<file path="src/rtl/booth_divide_fsmd.sv">
// Sequential signed 16/8 divider using a restoring shift-subtract FSMD.
// It shares the enable/data-valid handshake of the Booth multiplier so a product can be divided back by one of its factors.
module booth_divide_fsmd (
  input  logic        clk_i,
  input  logic        reset_i,
  input  logic        enable_i,
  input  logic [15:0] dividend_i,
  input  logic [7:0]  divisor_i,
  output logic        data_valid_o,
  output logic        busy_o,
  output logic        error_o,
  output logic [7:0]  quotient_o,
  output logic [7:0]  remainder_o
);

  typedef enum logic [1:0] {
    S_IDLE,
    S_CALC,
    S_FIX,
    S_DONE
  } state_t;

  state_t      r_state;
  logic        r_sign_q;
  logic        r_sign_r;
  logic [15:0] r_quo;
  logic [7:0]  r_dvs;
  logic [8:0]  r_prem;
  logic [3:0]  r_count;

  logic [15:0] w_dvd_mag;
  logic [7:0]  w_dvs_mag;
  logic [8:0]  w_shift;
  logic [9:0]  w_trial;
  logic        w_q_fits;
  logic [7:0]  w_q_signed;
  logic [7:0]  w_q_sat;
  logic [7:0]  w_r_signed;

  // Unsigned magnitudes: 0x8000 and 0x80 negate to themselves, which is exactly the magnitude we want.
  assign w_dvd_mag = dividend_i[15] ? (~dividend_i + 16'd1) : dividend_i;
  assign w_dvs_mag = divisor_i[7]   ? (~divisor_i + 8'd1)   : divisor_i;

  assign w_shift = {r_prem[7:0], r_quo[15]};
  assign w_trial = {1'b0, w_shift} - {2'b00, r_dvs};

  assign w_q_fits   = (r_quo <= 16'd127) || ((r_quo == 16'd128) && r_sign_q);
  assign w_q_signed = r_sign_q ? (~r_quo[7:0] + 8'd1) : r_quo[7:0];
  assign w_q_sat    = r_sign_q ? 8'h80 : 8'h7F;
  assign w_r_signed = r_sign_r ? (~r_prem[7:0] + 8'd1) : r_prem[7:0];

  // NOTE: every register here is updated with non-blocking assignments so all reads see pre-edge values.
  always_ff @(posedge clk_i or posedge reset_i) begin
    if (reset_i) begin
      r_state      <= S_IDLE;
      r_sign_q     <= 1'b0;
      r_sign_r     <= 1'b0;
      r_quo        <= '0;
      r_dvs        <= '0;
      r_prem       <= '0;
      r_count      <= '0;
      data_valid_o <= 1'b0;
      busy_o       <= 1'b0;
      error_o      <= 1'b0;
      quotient_o   <= '0;
      remainder_o  <= '0;
    end else begin
      case (r_state)
        S_IDLE: begin
          if (enable_i) begin
            r_sign_q <= dividend_i[15] ^ divisor_i[7];
            r_sign_r <= dividend_i[15];
            r_quo    <= w_dvd_mag;
            r_dvs    <= w_dvs_mag;
            r_prem   <= '0;
            r_count  <= '0;
            busy_o   <= 1'b1;
            if (divisor_i == 8'h00) begin
              error_o      <= 1'b1;
              quotient_o   <= '0;
              remainder_o  <= '0;
              data_valid_o <= 1'b1;
              r_state      <= S_DONE;
            end else begin
              r_state <= S_CALC;
            end
          end
        end

        S_CALC: begin
          // The quotient bits shift into the vacated LSBs of the dividend register.
          if (!w_trial[9]) begin
            r_prem <= w_trial[8:0];
            r_quo  <= {r_quo[14:0], 1'b1};
          end else begin
            r_prem <= w_shift;
            r_quo  <= {r_quo[14:0], 1'b0};
          end
          r_count <= r_count + 4'd1;
          if (r_count == 4'd15) begin
            r_state <= S_FIX;
          end
        end

        S_FIX: begin
          error_o      <= ~w_q_fits;
          quotient_o   <= w_q_fits ? w_q_signed : w_q_sat;
          remainder_o  <= w_r_signed;
          data_valid_o <= 1'b1;
          r_state      <= S_DONE;
        end

        S_DONE: begin
          data_valid_o <= 1'b0;
          busy_o       <= 1'b0;
          r_state      <= S_IDLE;
        end

        default: begin
          r_state <= S_IDLE;
        end
      endcase
    end
  end

endmodule

</file>
<file path="config.mk">
export PLATFORM = sky130hd
export DESIGN_NAME = booth_divide_fsmd
export DESIGN_NICKNAME = d
export VERILOG_FILES = /design/src/rtl/booth_divide_fsmd.sv
export SDC_FILE = /design/constraint.sdc
export NUM_CORES = 1
export LEC_CHECK = 0
export ABC_AREA = 1
export CORE_ASPECT_RATIO = 1.2
export CORE_MARGIN = 2
export CORE_UTILIZATION = 55
export CTS_BUF_LIST = sky130_fd_sc_hd__clkbuf_2 sky130_fd_sc_hd__clkbuf_4 sky130_fd_sc_hd__clkbuf_8
export CTS_CLUSTER_SIZE = 25
export DETAILED_ROUTE_END_ITERATION = 8
export GPL_TIMING_DRIVEN = 0
export MAX_ROUTING_LAYER = met4
export PLACE_DENSITY = 0.82
export SLEW_MARGIN = 30
export SYNTH_ARGS = -nofsm -noshare
export SYNTH_HDL_FRONTEND = slang
export SYNTH_SLANG_ARGS = --single-unit
</file>
<file path="constraint.sdc">
create_clock -name clk_i -period 3.7 [get_ports clk_i]
set_input_delay 1.11 -clock clk_i [delete_from_list [all_inputs] [get_ports clk_i]]
set_output_delay 1.11 -clock clk_i [all_outputs]
set_load 0.02 [all_outputs]
</file>
==> reports/metrics.yaml, run 1 <==
grt.met2_usage_pct: 47.8
fillers: 603
drive_gt1_share_pct: 7.09
synthCells: 602
critPathKind: "input port to register"
diodes: 0
status: "finished, final reports clean"
ant_nets: 0
clock_latency_ns: 0.34
start_kind: "input port"
min_from: "quotient_o[7]"
row_count: 34
cts_buffer_depth: 2
cts_setup_buffers: 0
required_ns: 3.91
start_util_pct: 56.8
peakVddDrop_v: 0.000487
gp_congestion: 0.935
clock_skew_ns: 0.0113
synth_warnings: 0
drv_cap: 0
via_per_inst: 5.43
rsz0062_at_grt: "false"
p_leak_nw: 2.61
grt_max_degree: 50
crit_arrival_ns: 3.04
ys_types: 40
wl_per_cell_um: 13.8
end_kind: "register"
grt.busiest_layer: "met2"
met3_usage_pct: 5.70
synth_area_um2: 4130
place_inst: 737
max-slew-margin-rel_pct: 60.5
synth_seq_area_share_pct: 35.7
grt_use_total_pct: 27.9
ys_ff_latch: 59
finalCritPeriodShare_pct: 76.3
hold-worst-slack_ns: 0.479
drtPass1Iterations: 6
grt_overflow_total: 0
numPortBuffers: 44
fmax_ghz: 0.354
fin_setup_tns_ns: 0
ios: 46
layoutNonFillerInstCount: 753
drv_slew: 0
area_growth_pct: 20.4
numCtsBuffers: 9
finalCriticalPeriod_ns: 2.82
die_h_um: 99.0
routed_wirelength_mm: 10.4
hp-class: "register to register"
htree_levels: 3
clk_transition_reported_paths_ns: 0.07
drc: 0
dp_hpwl_mm: 7.89
ctsHoldBuffers: 0
syn-num-nets: 647
vias: 4091
met1_usage_pct: 31.9
setup_viol: 0
tritoncts: "yes"
cts.repair.resized: 0
hold_viol_final: 0
syn_area_per_cell_um2: 6.86
antenna_found_initial: 0
nNetsFinal: 703
worst_pin_slew_ns: 0.592
grt_pass1_vias: 3935
die_w_um: 83.1
clkSinkCount: 59
cp-startpoint: "dividend_i[0]"
p_per_area_nw_per_um2: 892
r2r_start: "r_prem[3]"
coreArea_um2: 7270
drtIter0Drc: 285
grt_pass1_wl_mm: 18.1
die-area_um2: 8230
worstPathMaxFanout: 5
root_buffer: "clkbuf_8"
-- synthesized netlist by cell type (all sizes together) --
| cell type | instances | area share (%) |
|---|---|---|
| nand2 | 210 | 20 |
| o221ai | 4 | 0.85 |
| nor4 | 1 | 0.30 |
| ha | 17 | 5.1 |
| inv | 84 | 7.6 |
| nand3b | 5 | 0.91 |
| xnor2 | 3 | 0.64 |
| nand3 | 55 | 7.4 |
| xor2 | 10 | 2.1 |
| dfrtp | 59 | 36 |
| fa | 1 | 0.48 |
| a22o | 1 | 0.21 |
| o22ai | 1 | 0.15 |
| buf | 9 | 1.7 |
| a22oi | 3 | 0.54 |
| nor3 | 5 | 0.73 |
| or2 | 4 | 0.67 |
| nor2 | 52 | 5.1 |
| o21ai | 27 | 3.4 |
| o211ai | 2 | 0.36 |
| clkbuf | 5 | 0.45 |
| a21oi | 29 | 3.6 |
| o21bai | 1 | 0.18 |
| nand4 | 14 | 2.1 |
-- layer usage --
layer / wire, um / vias up
met3: 486 / 31
li1: - / 2037
met4: 379 / 0
met2: 5220 / 153
met5: 0 / -
met1: 4340 / 1870
-- final timing paths --
| path | slack [ns] | to | cells past startpoint |
|---|---|---|---|
| max | 0.88 | r_quo[8] | 10 |
| min | 0.48 | quotient_o[7] | 2 |
| max reg2reg | 1.63 | r_prem[7] | 11 |
| min reg2reg | 0.48 | quotient_o[7] | 2 |
| max in group asynchronous | 2.20 | r_quo[8] | 3 |
| min in group asynchronous | 1.02 | quotient_o[3] | 2 |
-- final cells by class --
| class | instances | area, um^2 | share of cell area (%) |
|---|---|---|---|
| buffer | 14 | 88.8 | 1.79 |
| clock inverter | 4 | 95.1 | 1.91 |
| timing repair buffer | 45 | 468 | 9.40 |
| tap | 90 | 113 | 2.26 |
| inverter | 84 | 318 | 6.39 |
| sequential | 59 | 1480 | 29.7 |
| multi-input combinational | 445 | 2250 | 45.3 |
| clock buffer | 12 | 165 | 3.32 |
-- registers in the layout (all words and copies together) (netlist names) --
signal,flops
r_quo,16
r_dvs,8
data_valid_o,1
r_count,4
busy_o,1
remainder_o,8
quotient_o,8
r_sign_r,1
r_state,2
r_sign_q,1
r_prem,8
error_o,1
-- power breakdown --
group	switching, W	leakage (nW)	internal [W]	total [W]
clock network	0.000265	0.133	0.000502	0.000766
logic	0.00160	1.73	0.000934	0.00253
registers	0.000212	0.745	0.000929	0.00114
-- cell usage in the layout, fill, tap and decap left out, types with 5 or more instances in the layout --
cell	n
nor2_1	51
clkdlybuf4s50_1	44
inv_1	79
buf_2	5
clkbuf_1	5
ha_1	17
nand3_1	50
xor2_1	10
nand4_1	14
o21ai_0	24
clkbuf_8	12
nand2_1	206
nand3b_1	5
a21oi_1	28
dfrtp_1	59
-- cells by family after synthesis --
family,Yosys count,synth area share [%]
DFF,59,35.7
xor gates and xnor gates,13,2.76
adders and majority gates,18,5.63
and+or+nand+nor,346,36.8
buffers and inverters,98,9.78
AOI/OAI and AO/OA,68,9.26
-- critical path, cell delays in order --
cell	delay (ns)
clkdlybuf4s50_1	0.44
inv_1	0.15
ha_1	0.23
nand2_1	0.09
nor2_1	0.33
nand2_1	0.12
nand3_1	0.09
nand2_1	0.05
o21ai_0	0.34
nand2_1	0.09
-- per-stage QoR --
step                      power, W  util (%)  worst slack [ns]  instance area [um^2]
after global routing       0.00484      68.4             0.715                  4980
after global placement     0.00354      64.4             0.101                  4690
after floorplan            0.00294         -              1.13                  4130
after detailed placement   0.00363      64.8             0.568                  4720
final                      0.00444      68.4             0.878                  4980
after CTS                  0.00442      68.4             0.922                  4980
Note: power is estimated with default switching activity, not from simulation.
==> run 2, diff against run 1 <==
- clock period: 3.7 -> 2.8 ns (I/O delays scaled with it)
==> results of run 2 <==
Same layout as run 1 (identical final DEF). Status: finished, final reports clean.
Main changes from that run: setup slack after placement 0.568 ns -> -0.0619 ns; setup slack after layout 0.878 ns -> 0.248 ns; register-to-register setup slack 1.63 ns -> 0.73 ns; total power 0.00444 W -> 0.00587 W; worst IR drop on VDD 0.000487 V -> 0.000643 V
